File: config.mk
export PLATFORM = sky130hd
export DESIGN_NAME = shared_unit_arbiter_flat
export DESIGN_NICKNAME = d
export VERILOG_FILES = /design/src/rtl/shared_unit_arbiter_if.sv /design/src/rtl/shared_unit_arbiter.sv /design/src/flat_wrapper.sv
export SDC_FILE = /design/constraint.sdc
export NUM_CORES = 1
export LEC_CHECK = 0
export ABC_AREA = 1
export BUFFER_PORTS_ARGS = -buffer_cell sky130_fd_sc_hd__buf_4
export CAP_MARGIN = 25
export CORE_AREA = 5 5 112 114
export CTS_CLUSTER_DIAMETER = 80
export DETAILED_ROUTE_END_ITERATION = 6
export DIE_AREA = 0 0 117 119
export MAX_ROUTING_LAYER = met4
export PLACE_DENSITY = 0.86
export REMOVE_ABC_BUFFERS = 1
export SLEW_MARGIN = 20
export SYNTH_ARGS = -nofsm -noshare
export SYNTH_HDL_FRONTEND = slang
export SYNTH_SLANG_ARGS = --single-unit
File: constraint.sdc
create_clock -name clock -period 1.69 [get_ports clock]
set_input_delay 0.169 -clock clock [delete_from_list [all_inputs] [get_ports clock]]
set_output_delay 0.169 -clock clock [all_outputs]
set_load 0.01 [all_outputs]
File: src/rtl/shared_unit_arbiter_if.sv
// Handshake bundle between the requesters/shared unit and the round-robin arbiter.
// The arbiter connects through the slave modport; the environment drives the master side.
interface shared_unit_arbiter_if #(
  parameter int WIDTH = 32
);
  logic [3:0]       req;
  logic [WIDTH-1:0] op0;
  logic [WIDTH-1:0] op1;
  logic [WIDTH-1:0] op2;
  logic [WIDTH-1:0] op3;
  logic             unit_start;
  logic [WIDTH-1:0] unit_operand;
  logic             unit_ready;
  logic [WIDTH-1:0] unit_result;
  logic [1:0]       sel;
  logic             busy;
  logic [3:0]       ack;
  logic [WIDTH-1:0] result;
  logic             timeout_err;

  modport master (
    output req, op0, op1, op2, op3, unit_ready, unit_result,
    input  unit_start, unit_operand, sel, busy, ack, result, timeout_err
  );

  modport slave (
    input  req, op0, op1, op2, op3, unit_ready, unit_result,
    output unit_start, unit_operand, sel, busy, ack, result, timeout_err
  );
endinterface

File: src/rtl/shared_unit_arbiter.sv
// Round-robin sequencer sharing one multi-cycle unit among 4 requesters:
// IDLE -> ISSUE (start pulse) -> WAIT (ready or timeout) -> DONE (ack) -> IDLE.
module shared_unit_arbiter #(
  parameter int WIDTH   = 32,
  parameter int TIMEOUT = 64
) (
  input logic                  clock,
  input logic                  reset,
  shared_unit_arbiter_if.slave bus
);
  localparam int CNT_W = (TIMEOUT > 2) ? $clog2(TIMEOUT) : 1;

  typedef enum logic [1:0] {S_IDLE, S_ISSUE, S_WAIT, S_DONE} state_e;

  state_e           state_q, state_d;
  logic [1:0]       last_grant_q, last_grant_d;
  logic [1:0]       sel_q, sel_d;
  logic [CNT_W-1:0] cnt_q, cnt_d;
  logic             unit_start_q, unit_start_d;
  logic [WIDTH-1:0] operand_q, operand_d;
  logic             busy_q, busy_d;
  logic [3:0]       ack_q, ack_d;
  logic [WIDTH-1:0] result_q, result_d;
  logic             timeout_err_q, timeout_err_d;

  logic [1:0]       grant;
  logic [1:0]       idx;
  logic             found;
  logic [WIDTH-1:0] grant_op;

  // Scan from the requester after the last winner, wrapping; i=4 lands on last_grant itself.
  always_comb begin
    grant = '0;
    idx   = '0;
    found = 1'b0;
    for (int i = 1; i <= 4; i++) begin
      idx = last_grant_q + 2'(i);
      if (!found && bus.req[idx]) begin
        grant = idx;
        found = 1'b1;
      end
    end
  end

  always_comb begin
    case (grant)
      2'd0:    grant_op = bus.op0;
      2'd1:    grant_op = bus.op1;
      2'd2:    grant_op = bus.op2;
      default: grant_op = bus.op3;
    endcase
  end

  always_comb begin
    state_d       = state_q;
    last_grant_d  = last_grant_q;
    sel_d         = sel_q;
    cnt_d         = cnt_q;
    unit_start_d  = 1'b0;
    operand_d     = operand_q;
    busy_d        = busy_q;
    ack_d         = '0;
    result_d      = result_q;
    timeout_err_d = 1'b0;
    case (state_q)
      S_IDLE: begin
        if (|bus.req) begin
          sel_d        = grant;
          operand_d    = grant_op;
          unit_start_d = 1'b1;
          busy_d       = 1'b1;
          state_d      = S_ISSUE;
        end
      end
      S_ISSUE: begin
        cnt_d   = '0;
        state_d = S_WAIT;
      end
      S_WAIT: begin
        if (bus.unit_ready) begin
          result_d = bus.unit_result;
          ack_d    = 4'b0001 << sel_q;
          state_d  = S_DONE;
        end else if (cnt_q == CNT_W'(TIMEOUT - 1)) begin
          result_d      = '1;
          ack_d         = 4'b0001 << sel_q;
          timeout_err_d = 1'b1;
          state_d       = S_DONE;
        end else begin
          cnt_d = cnt_q + 1'b1;
        end
      end
      default: begin
        last_grant_d = sel_q;
        busy_d       = 1'b0;
        state_d      = S_IDLE;
      end
    endcase
  end

  always_ff @(posedge clock) begin
    if (reset) begin
      state_q       <= S_IDLE;
      last_grant_q  <= 2'd3;
      sel_q         <= '0;
      cnt_q         <= '0;
      unit_start_q  <= 1'b0;
      operand_q     <= '0;
      busy_q        <= 1'b0;
      ack_q         <= '0;
      result_q      <= '0;
      timeout_err_q <= 1'b0;
    end else begin
      state_q       <= state_d;
      last_grant_q  <= last_grant_d;
      sel_q         <= sel_d;
      cnt_q         <= cnt_d;
      unit_start_q  <= unit_start_d;
      operand_q     <= operand_d;
      busy_q        <= busy_d;
      ack_q         <= ack_d;
      result_q      <= result_d;
      timeout_err_q <= timeout_err_d;
    end
  end

  assign bus.unit_start   = unit_start_q;
  assign bus.unit_operand = operand_q;
  assign bus.sel          = sel_q;
  assign bus.busy         = busy_q;
  assign bus.ack          = ack_q;
  assign bus.result       = result_q;
  assign bus.timeout_err  = timeout_err_q;
endmodule

File: src/flat_wrapper.sv
// flat-port wrapper written by rule: the top's interface ports become plain ports
module shared_unit_arbiter_flat 
#(
  parameter int WIDTH   = 32,
  parameter int TIMEOUT = 64
)
  (clock, reset, bus_req, bus_op0, bus_op1, bus_op2, bus_op3, bus_unit_ready, bus_unit_result, bus_unit_start, bus_unit_operand, bus_sel, bus_busy, bus_ack, bus_result, bus_timeout_err);
  shared_unit_arbiter_if #(.WIDTH(WIDTH)) bus_i ();
  input logic clock;
  input logic reset;
  input wire logic [$bits(bus_i.req)-1:0] bus_req;
  input wire logic [$bits(bus_i.op0)-1:0] bus_op0;
  input wire logic [$bits(bus_i.op1)-1:0] bus_op1;
  input wire logic [$bits(bus_i.op2)-1:0] bus_op2;
  input wire logic [$bits(bus_i.op3)-1:0] bus_op3;
  input wire logic [$bits(bus_i.unit_ready)-1:0] bus_unit_ready;
  input wire logic [$bits(bus_i.unit_result)-1:0] bus_unit_result;
  output wire logic [$bits(bus_i.unit_start)-1:0] bus_unit_start;
  output wire logic [$bits(bus_i.unit_operand)-1:0] bus_unit_operand;
  output wire logic [$bits(bus_i.sel)-1:0] bus_sel;
  output wire logic [$bits(bus_i.busy)-1:0] bus_busy;
  output wire logic [$bits(bus_i.ack)-1:0] bus_ack;
  output wire logic [$bits(bus_i.result)-1:0] bus_result;
  output wire logic [$bits(bus_i.timeout_err)-1:0] bus_timeout_err;
  assign bus_i.req = bus_req;
  assign bus_i.op0 = bus_op0;
  assign bus_i.op1 = bus_op1;
  assign bus_i.op2 = bus_op2;
  assign bus_i.op3 = bus_op3;
  assign bus_i.unit_ready = bus_unit_ready;
  assign bus_i.unit_result = bus_unit_result;
  assign bus_unit_start = bus_i.unit_start;
  assign bus_unit_operand = bus_i.unit_operand;
  assign bus_sel = bus_i.sel;
  assign bus_busy = bus_i.busy;
  assign bus_ack = bus_i.ack;
  assign bus_result = bus_i.result;
  assign bus_timeout_err = bus_i.timeout_err;
  shared_unit_arbiter #(.WIDTH(WIDTH), .TIMEOUT(TIMEOUT)) u_core (.clock(clock), .reset(reset), .bus(bus_i));
endmodule
# ---- Yosys cells after proc, flatten, opt, wreduce, memory -nomap -nowiden
# Index checks and enable logic that the tools add are counted.
dict set report totals {
  register_bits 83
  input_bits 167
  out_inout_bits 73
  wordCells 83
}
dict set report op_classes {
  add_sub_neg 4
  magnitude_cmp 4
  n_eq_ne 9
  n_shift 1
  muxes 31
  bitwise 3
  n_reduce_logical 21
}
# cell count
set op_table {}
lappend op_table {{$pmux W32 S3} 1}
lappend op_table {{$mux W32} 2}
lappend op_table {{$mux W2} 7}
lappend op_table {{$lt A2 B3 Y1 const B} 4}
lappend op_table {{$mux W6} 2}
lappend op_table {{$pmux W6 S2} 1}
lappend op_table {{$mux W1} 10}
lappend op_table {{$bmux W1 S2} 4}
lappend op_table {{$mux W4} 2}
lappend op_table {{$reduce_and A2 Y1} 4}
lappend op_table {{$add A6 B1 Y6 const B} 1}
lappend op_table {{$eq A6 B6 Y1 const B} 1}
lappend op_table {{$pmux W2 S3} 1}
lappend op_table {{$reduce_or A2 Y1} 3}
lappend op_table {{$reduce_or A3 Y1} 2}
lappend op_table {{$add A2 B2 Y2 const B} 2}
lappend op_table {{$eq A2 B1 Y1 const B} 2}
lappend op_table {{$eq A2 B2 Y1 const B} 2}
lappend op_table {{$logic_not A2 Y1} 2}
lappend op_table {{$ne A2 B2 Y1 const B} 2}
lappend op_table {{$reduce_bool A2 Y1} 2}
lappend op_table {{$reduce_or A4 Y1} 1}
lappend op_table {{$shl A1 B2 Y4 const A} 1}
lappend op_table {{$logic_and A1 B1 Y1} 3}
lappend op_table {{7 further kinds} 11}

# ---- Logic depth before layout (Yosys ltp)
# Gate-level depths: netlist of the first run.
dict set report logic_depth {
  ltp_word 15
  mapped_depth 17
  ltp_nobuf 15
}

# ---- Least setup slack after synthesis of the first run
# OpenSTA, ideal clock, no wires.
dict set report synth_path {
  path_type {register to register}
  from {reg u_core.cnt_q[0]}
  to {reg u_core.cnt_q[5]}
  setup_time_ns 0.080
  arrival_time_ns 1.759
  required_ns 1.610
  path_slack_ns -0.149
  path_stages_with_launch 16
  n_path_buf 0
  period_less_slack_ns 1.839
  path_cell_list {dfxtp_1 -> ha_1 -> nand2_1 -> nor2_1 -> nand2_1 -> nor2_1 -> nor2_1 -> inv_1 -> nor2_1 -> inv_1 -> nand2_1 -> nand2_1 -> nor2_1 -> nand2_1 -> nand2_1 -> nor3b_1}
}
dict set report synth_via {
  elab_chain_cells 4
  elab_cells_between_ends 7
  classes_between {1 x add/sub; 2 x eq/ne; 3 x mux; 1 x reduce/logical}
}
# element line_no
set synth_rtl {}
lappend synth_rtl {{from (decl)} shared_unit_arbiter.sv:18} ;# logic [CNT_W-1:0] cnt_q, cnt_d;
lappend synth_rtl {{from (signal assigned)} shared_unit_arbiter.sv:117} ;# cnt_q <= cnt_d;
lappend synth_rtl {{$add A6 B1 Y6} shared_unit_arbiter.sv:90} ;# cnt_d = cnt_q + 1'b1;
lappend synth_rtl {{$mux W6} shared_unit_arbiter.sv:84} ;# end else if (cnt_q == CNT_W'(TIMEOUT - 1)) begin
lappend synth_rtl {{$mux W6} shared_unit_arbiter.sv:80} ;# if (bus.unit_ready) begin
lappend synth_rtl {{$pmux W6 S2} shared_unit_arbiter.sv:65} ;# case (state_q)
# Several ways; a longest one is shown, not always the timed one. The select of a mux whose other input is x is not followed.
# A chain may end at the register's enable or synchronous reset.

# ---- Final worst setup path of the first run
dict set report layout_path {
  from {reg u_core.last_grant_q[0]}
  to {reg u_core.operand_q[19] (netlist: u_core.bus.unit_operand[19])}
}
dict set report layout_via {
  elab_chain_cells 15
  elab_cells_between_ends 28
  classes_between {3 x add/sub; 2 x eq/ne; 16 x mux; 7 x reduce/logical}
}
# element line_no
set layout_rtl {}
lappend layout_rtl {{from (decl)} shared_unit_arbiter.sv:16} ;# logic [1:0] last_grant_q, last_grant_d;
lappend layout_rtl {{from (signal assigned)} shared_unit_arbiter.sv:115} ;# last_grant_q <= last_grant_d;
lappend layout_rtl {{$add A2 B1 Y2} shared_unit_arbiter.sv:37} ;# idx = last_grant_q + 2'(i);
lappend layout_rtl {{$bmux W1 S2} shared_unit_arbiter.sv:38} ;# if (!found && bus.req[idx]) begin
lappend layout_rtl {{$mux W1 (implied by the code)} shared_unit_arbiter.sv:38}
lappend layout_rtl {{$mux W1} shared_unit_arbiter.sv:38}
lappend layout_rtl {{$logic_not A1 Y1} shared_unit_arbiter.sv:38}
lappend layout_rtl {{$logic_and A1 B1 Y1} shared_unit_arbiter.sv:38}
lappend layout_rtl {{$mux W1} shared_unit_arbiter.sv:38}
lappend layout_rtl {{$logic_not A1 Y1} shared_unit_arbiter.sv:38}
lappend layout_rtl {{$logic_and A1 B1 Y1} shared_unit_arbiter.sv:38}
lappend layout_rtl {{$mux W1} shared_unit_arbiter.sv:38}
lappend layout_rtl {{$logic_not A1 Y1} shared_unit_arbiter.sv:38}
lappend layout_rtl {{$logic_and A1 B1 Y1} shared_unit_arbiter.sv:38}
lappend layout_rtl {{$mux W2 (*)} shared_unit_arbiter.sv:38}
lappend layout_rtl {{$eq A2 B2 Y1 (tied with other cells)} shared_unit_arbiter.sv:46} ;# case (grant)
lappend layout_rtl {{$pmux W32 S3 (*)} shared_unit_arbiter.sv:46}
lappend layout_rtl {{to (signal assigned)} shared_unit_arbiter.sv:119} ;# operand_q <= operand_d;
lappend layout_rtl {{to (decl)} shared_unit_arbiter.sv:20} ;# logic [WIDTH-1:0] operand_q, operand_d;
# Every way passes the cells marked *; elsewhere a longest branch is shown, timed or not. The select of a mux whose other input is x is not followed.

==> results of run 1 <==
final cells by class:
class                      instances  area (um2)
multi-input combinational        459        2880
sequential                        83        1670
clock inverter                     6        96.3
fill                             868        3290
timing repair buffer             314        2690
inverter                          68         267
clock buffer                      10         239
timing repair inverter             1        7.51
tap                              143         179
sequential cells by signal (all words and copies together), names as in the netlist, 2 cells and up:
register / flops
u_core.bus.sel: 2
u_core.bus.result: 32
u_core.bus.unit_operand: 32
u_core.bus.ack: 4
u_core.last_grant_q: 2
u_core.state_q: 2
u_core.cnt_q: 6
routing by layer:
metal / vias up / share of wire / track usage
li1: 2765 / - / -
met1: 2678 / 0.39 / 0.300
met2: 281 / 0.49 / 0.417
met3: 66 / 0.066 / 0.0294
met4: 0 / 0.047 / 0.115
met5: - / 0 / -
per-stage QoR:
step	util	TNS, ns	setup slack, ns	cell area, um2
2_1_floorplan	-	-50.17	-0.948	4440
3_3_place_gp	0.608	-8.92	-0.360	6880
3_5_place_dp	0.608	-10.97	-0.412	6880
4_1_cts	0.668	-7.86	-0.279	7560
5_1_grt	0.709	-14.94	-0.539	8030
6_report	0.709	-10.10	-0.432	8030
kinds of logic after synthesis:
group / count (synthesis) / share of synthesized area
AND/OR/NAND/NOR: 346 / 0.357
buffers and inverters: 114 / 0.110
AO/OA/AOI/OAI: 106 / 0.166
flip-flops: 83 / 0.353
adder cells (fa/ha/maj): 5 / 0.0133
where the power goes:
| part | leakage [nW] | total, W | internal, W | switching, W |
|---|---|---|---|---|
| Combinational | 3.17 | 0.00904 | 0.00414 | 0.00490 |
| Sequential | 0.680 | 0.00291 | 0.00256 | 0.000354 |
| Clock | 0.161 | 0.00223 | 0.00135 | 0.000875 |
| Total | 4.01 | 0.0142 | 0.00805 | 0.00613 |
worst max-delay path, delay by kind of cell (launching register included):
family                 cells  cell delay (ns)
AO/OA/AOI/OAI              2             0.29
buffers and inverters      2             0.30
flip-flops                 1             0.38
AND/OR/NAND/NOR            9             1.07
path summary, 6_finish.rpt:
check / start / slack, ns / endpoint
hold / removal: bus_unit_ready / 0.04 / u_core.bus.timeout_err
setup / recovery: u_core.last_grant_q[0] / -0.43 / u_core.bus.unit_operand[19]
hold reg to reg: u_core.bus.unit_operand[25] / 0.46 / u_core.bus.unit_operand[25]
setup reg to reg: u_core.last_grant_q[0] / -0.43 / u_core.bus.unit_operand[19]
synthesized netlist by cell type:
library cell	instances	area share
buf_6	10	0.024
nand3_2	1	0.0021
o221a_2	33	0.079
and3_1	1	0.0013
clkbuf_1	25	0.020
nand2_4	4	0.0096
nor4_1	4	0.0053
nor2_8	1	0.0043
nand3b_2	2	0.0048
ha_1	5	0.013
nand2_1	193	0.15
o21ai_0	7	0.0074
buf_2	11	0.012
inv_4	1	0.0013
o21ai_1	5	0.0053
dfxtp_1	83	0.35
o21bai_1	16	0.026
nand3_1	54	0.057
nand3b_1	30	0.048
nor3_1	3	0.0032
inv_1	59	0.047
a21oi_1	44	0.047
clkinv_1	1	0.00080
nand4_2	1	0.0027
nor2_1	15	0.012
nor3b_1	1	0.0016
nand2_2	9	0.012
nor2_2	1	0.0013
inv_2	7	0.0056
nand4_1	23	0.031
a21oi_2	1	0.0019
nor2_4	3	0.0072
what timing repair did:
item,4_1_cts,5_1_grt
cloned,4,10
setup endpoints to repair,41,73
gates resized for setup,41,74
pin swaps,22,33
buffers inserted,18,8
==> impl_results.md, run 1 <==
* Layout cell share with drive strength beyond 1 at 0.495
* IO buf count at 239
* DR WL/cell at 17.7 um
* Initial antenna violation count at 0
* First-pass GRT wire length at roughly 27000 um
* Clock Sinks at 83
* Worst endpoint required time at between 1.5 and 2 ns
* Slew @ Worst Pin at about 0.34 ns
* Gr usage total at 0.251
* Clk Latency, worst-skew pair at 0.34 ns
* Commonest non-fill, non-tap cell in the layout: buf_4
* Distinct cells, synth at 32
* Synth Cell Area at 4700 um2
* Finished Layout Cells at 1084
* Critical path's slowest cell: dfxtp_4
* GR Overflow Total at 0
* RePlAce Congestion at approximately 0.93
* Largest net degree at the start of global routing at 42
* Post-DRT Antenna Nets at 0
* # DRC at 0
* Critical path class: flip-flop to flip-flop
* Die Footprint at 13900 um2
* Placed Instances at a little over 1000
* Peak VDD IR at between 1000 and 1500 uV
* Placeable Area at around 11000 um2
* Via density at ~5.3
* Antenna Cells at 0
* Max-Slew Margin vs Limit at 0.770
* Failing checks: negative setup slack
* Critical path endpoint category: flip-flop
* # Max-Cap Violations at 0
* Initial drt markers at around 420
* Worst path arrival time at around 2.4 ns
* Final setup fails at 35
* Crit-path cells: buf_6 > nand2_1 > nand3_2 > nand2_4 > nor2_4 > nand2_4 > nor2_4 > nor2_8 > clkbuf_16 > o21bai_1 > nand3_1 > nand2_1 > a21oi_2
* IO Count at 240
* #FFs+latches synth at 83
* Total iterations of the first detailed-routing run at 5
* Final net count at around 1100
* Final hold vios at 0
* Reg2reg path depth at 13
* FMAX at ~470 MHz
* Fin. max-slew vios at 0
* Hold-critical path depth at 2
* FP Rows at 39
* Die Wd at 117 um
* Post-synthesis cell count at 654
* Mapped Avg Cell Area at just over 7 um2
* DPL Wire Length at 12400 um
* Hold-fix buffers at CTS at 0
* Root Driver: clkbuf_16
* Final Total Pwr at ~0.014 W
* Syn-to-layout area delta at 70.7%
* Sequential area share after synthesis at 0.353
* Fin Hold WS at 0.0355 ns
* Reg clk slew, reported paths at ~0.07 ns
* Worst Setup Start Kind: flip-flop
* H-tree Lvls at 3
* CTS tree: yes
* Vias at 5790
* Crit path max fanout at 7
* Total CTS buffers at 9
* Pwr per Cell Area at ~1800 nW/um2
* Yosys warnings at 0
* Slowest Stage Delay on Critical Path at around 0.38 ns
* Fin crit period at ~2.1 ns
* PnR worst setup slack at -0.432 ns
* Most frequent cells in the layout: buf_4, nand2_1, dfxtp_1
* Die height at about 120 um
* Worst hold path type: primary input to flip-flop
* Worst Skew at approximately 0.0091 ns
* Leakage at between 4 and 5 nW
* Status: finished with violations
* Fin crit share at 1.26
* RSZ-0062 raised after global routing: yes
* Starting Density at 0.416
* CTS max path bufs at 2
* Vias in the first global route at between 5000 and 6000
* Detailed Route WL at roughly 19000 um
No activity file was read; power rests on OpenSTA's default activity.
==> inputs of run 2 (changes only) <==
ABC_AREA = unset   (was 1)
CORE_AREA = 5 5 108 110   (was 5 5 112 114)
DIE_AREA = 0 0 113 115   (was 0 0 117 119)
PLACE_DENSITY = 0.85   (was 0.86)
==> run 2 against run 1 <==
The run still ends with negative setup slack left. Non-clock buffer count grew 1. Count of clock-buffer cells in the layout is the same. Sequential power shrank 3%. Largest power group unchanged. Highest routed layer unchanged.
==> impl_results.md, run 2 <==
* Buf+Inv Stages, Crit Path at 1 (was 2)
* Top cell type's share of synthesized area at 0.399 (was 0.353)
* Net Sw Frac at 0.383 (was 0.432)
* IO Count at 240 (unchanged)
* DR WL/cell at 20.7 um (was 17.7 um)
* Post-synthesis mux area share at 0.0854 (was 0)
* PnR worst setup slack at -0.191 ns (was -0.432 ns)
* Total iterations of the first detailed-routing run at 6 (was 5)
* Main synth FF type: dfxtp_1 (unchanged)
* Via density at 5.70 (was 5.34)
* Internal power at 0.00571 W (was 0.00805 W)
* Final cell utilization of the core at 0.729 (was 0.709)
* FP Rows at 38 (was 39)
* #FFs+latches synth at 83 (unchanged)
* GR Overflow Total at 0 (unchanged)
* Worst path arrival time at 2.13 ns (was 2.40 ns)
* Synth top cells by count: dfxtp_1, nand2_1, inv_1 (was nand2_1, dfxtp_1, inv_1)
* # Max-Cap Violations at 0 (unchanged)
* First-pass GRT wire length at 26600 um (was 27300 um)
* Adder-cell share of the synthesized area at 0.0150 (was 0.0133)
* Largest net degree at the start of global routing at 34 (was 42)
* Reg clk slew, reported paths at 0.10 ns (was 0.07 ns)
* Worst hold path startpoint: bus_unit_ready (unchanged)
* Antenna Cells at 0 (unchanged)
* Gr usage total at 0.267 (was 0.251)
* Post-DRT Antenna Nets at 0 (unchanged)
* RePlAce Congestion at 0.878 (was 0.932)
* Worst endpoint required time at 1.94 ns (was 1.96 ns)
* Worst Setup Start Kind: flip-flop (unchanged)
* Commonest non-fill, non-tap cell in the layout: buf_4 (unchanged)
* Final hold vios at 0 (unchanged)
* FF-to-FF setup slack at -0.19 ns (was -0.43 ns)
* Critical path class: flip-flop to flip-flop (unchanged)
* RSZ-0062 raised after global routing: yes (unchanged)
* Pwr per Cell Area at 1200 nW/um2 (was 1770 nW/um2)
* Distinct cells, synth at 42 (was 32)
* Fin crit period at 1.88 ns (was 2.12 ns)
* Vias in the first global route at 5112 (was 5480)
* Failing checks: negative setup slack (unchanged)
* Critical path endpoint category: flip-flop (unchanged)
* Leakage at 3.36 nW (was 4.01 nW)
* DPL Wire Length at 11300 um (was 12400 um)
* Fin Hold WS at 0.0344 ns (was 0.0355 ns)
* Die Footprint at 13000 um2 (was 13900 um2)
* Reg-to-reg endpoint: u_core.bus.unit_operand[28] (was u_core.bus.unit_operand[19])
* Synth Area in Compound Gates at 0.321 (was 0.166)
* CTS tree: yes (unchanged)
* Register area at 1670 um2 (about the same)
* Count leader, synth: dfxtp_1 (was nand2_1)
* Mapped Avg Cell Area at 9.44 um2 (was 7.19 um2)
* Starting Density at 0.392 (was 0.416)
* Layout cell share with drive strength beyond 1 at 0.585 (was 0.495)
* Max-Slew Margin vs Limit at 0.696 (was 0.770)
* Worst Hold End: u_core.bus.timeout_err (unchanged)
* Placeable Area at 10600 um2 (was 11300 um2)
* Start of the worst register-to-register path: u_core.last_grant_q[1] (was u_core.last_grant_q[0])
* Hold-critical path depth at 2 (unchanged)
* FMAX at 532 MHz (was 471 MHz)
* Switch Pwr at 0.00354 W (was 0.00613 W)
* Xor/xnor cell area share of the yosys netlist at 0.00421 (was 0)
* Largest family of logic cells by synthesized area: compound AO/OA/AOI/OAI gates (was simple AND/OR/NAND/NOR gates)
* Final net count at 898 (was 1108)
* Critical path's slowest cell: dfxtp_4 (unchanged)
* Logic pwr share at 0.535 (was 0.638)
* Total CTS buffers at 9 (unchanged)
* Root Driver: clkbuf_8 (was clkbuf_16)
* Crit path max fanout at 7 (unchanged)
* # DRC at 0 (unchanged)
* Clock Sinks at 83 (unchanged)
* Post-synthesis cell count at 441 (was 654)
* Fill count at 672 (was 868)
* Slowest Stage Delay on Critical Path at 0.39 ns (was 0.38 ns)
* Fin. max-slew vios at 0 (unchanged)
* Post-synth EDFFs at 0 (unchanged)
* Reg2reg path depth at 6 (was 13)
* Initial drt markers at 346 (was 415)
* Synth Cell Area at 4160 um2 (was 4700 um2)
* Detailed Route WL at 18100 um (was 19200 um)
* Worst Skew at 0.0142 ns (was 0.00914 ns)
* Fin crit share at 1.11 (was 1.26)
* Initial antenna violation count at 0 (unchanged)
* Clk Latency, worst-skew pair at 0.36 ns (was 0.34 ns)
* Worst path top cell family by delay: multiplexers (was simple AND/OR/NAND/NOR gates)
* Worst hold path type: primary input to flip-flop (unchanged)
* Hold-fix buffers at CTS at 0 (unchanged)
* Final setup fails at 33 (was 35)
* Async SR Flop Fraction at 0 (unchanged)
* Slew @ Worst Pin at 0.455 ns (was 0.342 ns)
* Syn-to-layout area delta at 85.7% (was 70.7%)
* Status: finished with violations (unchanged)
* Vias at 4964 (was 5790)
* Sequential area share after synthesis at 0.399 (was 0.353)
* Clock power share at 0.161 (was 0.157)
* H-tree Lvls at 3 (unchanged)
* Largest area contributor in the netlist: dfxtp_1 (unchanged)
* Die Wd at 113 um (was 117 um)
* Post-Place Setup Slack at -0.251 ns (was -0.412 ns)
* CTS max path bufs at 2 (unchanged)
* Top area cells in the synthesized netlist: dfxtp_1, mux2i_1, o221a_1 (was dfxtp_1, nand2_1, o221a_2)
* Most frequent cells in the layout: buf_4, dfxtp_1, nand2_1 (was buf_4, nand2_1, dfxtp_1)
* Crit-path cells: mux2_4 > a22oi_2 > and2_4 > buf_6 > mux2i_1 > o211ai_1 (was buf_6 > nand2_1 > nand3_2 > nand2_4 > nor2_4 > nand2_4 > nor2_4 > nor2_8 > clkbuf_16 > o21bai_1 > nand3_1 > nand2_1 > a21oi_2)
* Post-synthesis simple-gate area fraction at 0.0872 (was 0.357)
* Die height at 115 um (was 119 um)
* Peak VDD IR at 630 uV (was 1070 uV)
* Sequential share of power at 0.304 (was 0.205)
* Area of the multi-input gates at 2830 um2 (was 2880 um2)
* IO buf count at 239 (unchanged)
* Yosys warnings at 0 (unchanged)
## run 2: cell count changes after synthesis, moves of 23 or more
cell / change
a31oi_1: +34
nand3b_1: -29
o221a_1: +29
a2111oi_0: +32
nand3_1: -48
nand2_1: -144
o221a_2: -29
nand4_1: -23
a21oi_1: -36
mux2i_1: +34
## run 2: logic make-up after synthesis
group,Yosys count
buf+inv,79
xor+xnor,2
fa+ha+maj,5
flops,83
compound gates,155
simple gates,82
mux,35
## run 2: worst max path at each step
stage / from / endpoint / slack, ns / cells after the start
2_1_floorplan: u_core.state_q[0] / u_core.bus.unit_operand[10] / -1.15 / 7
3_3_place_gp: u_core.state_q[0] / u_core.bus.result[0] / -0.22 / 4
3_5_place_dp: u_core.last_grant_q[1] / u_core.bus.unit_operand[10] / -0.25 / 6
4_1_cts: u_core.state_q[1] / u_core.bus.unit_operand[15] / -0.17 / 11
5_1_grt: u_core.state_q[0] / u_core.bus.unit_operand[28] / -0.28 / 8
6_report: u_core.last_grant_q[1] / u_core.bus.unit_operand[28] / -0.19 / 6
## run 2: layer usage
metal / part of all wire / GRT usage
met5: 0 / -
met4: 0.039 / 0.154
met3: 0.094 / 0.0500
met2: 0.49 / 0.440
met1: 0.37 / 0.303
## run 2: layout make-up
cell class | count | area share
Clock buffer | 10 | 0.0165
Timing Repair Buffer | 315 | 0.351
Sequential cell | 83 | 0.216
Tap cell | 140 | 0.0227
Multi-Input combinational cell | 279 | 0.366
Clock inverter | 6 | 0.00939
Inverter | 38 | 0.0185
## run 2: power groups by stage
stage | clock, W | sequential [W] | combinational (W)
6_report | 0.00149 | 0.00281 | 0.00495
4_1_cts | 0.00152 | 0.00279 | 0.00460
3_3_place_gp | 0 | 0.00281 | 0.00350
5_1_grt | 0.00162 | 0.00287 | 0.00521
3_5_place_dp | 0 | 0.00282 | 0.00362
2_1_floorplan | 0 | 0.00301 | 0.00139
## run 2: per-stage QoR
stage	cell area, um2	power (W)	TNS (ns)	std cells
after global routing	7730	0.00970	-7.07	871
after floorplan	3940	0.00440	-57.13	400
final	7730	0.00924	-4.62	871
after detailed placement	6340	0.00644	-5.19	820
after CTS	7440	0.00891	-4.15	866
after global placement	6330	0.00631	-9.99	819
## run 2: repair_timing
action	CTS	global route
endpoints found under the setup margin	35	58
gates resized for setup	99	54
buffers inserted	20	11
pin swaps	20	14
cloned	10	0
hold endpoints to repair	0	0
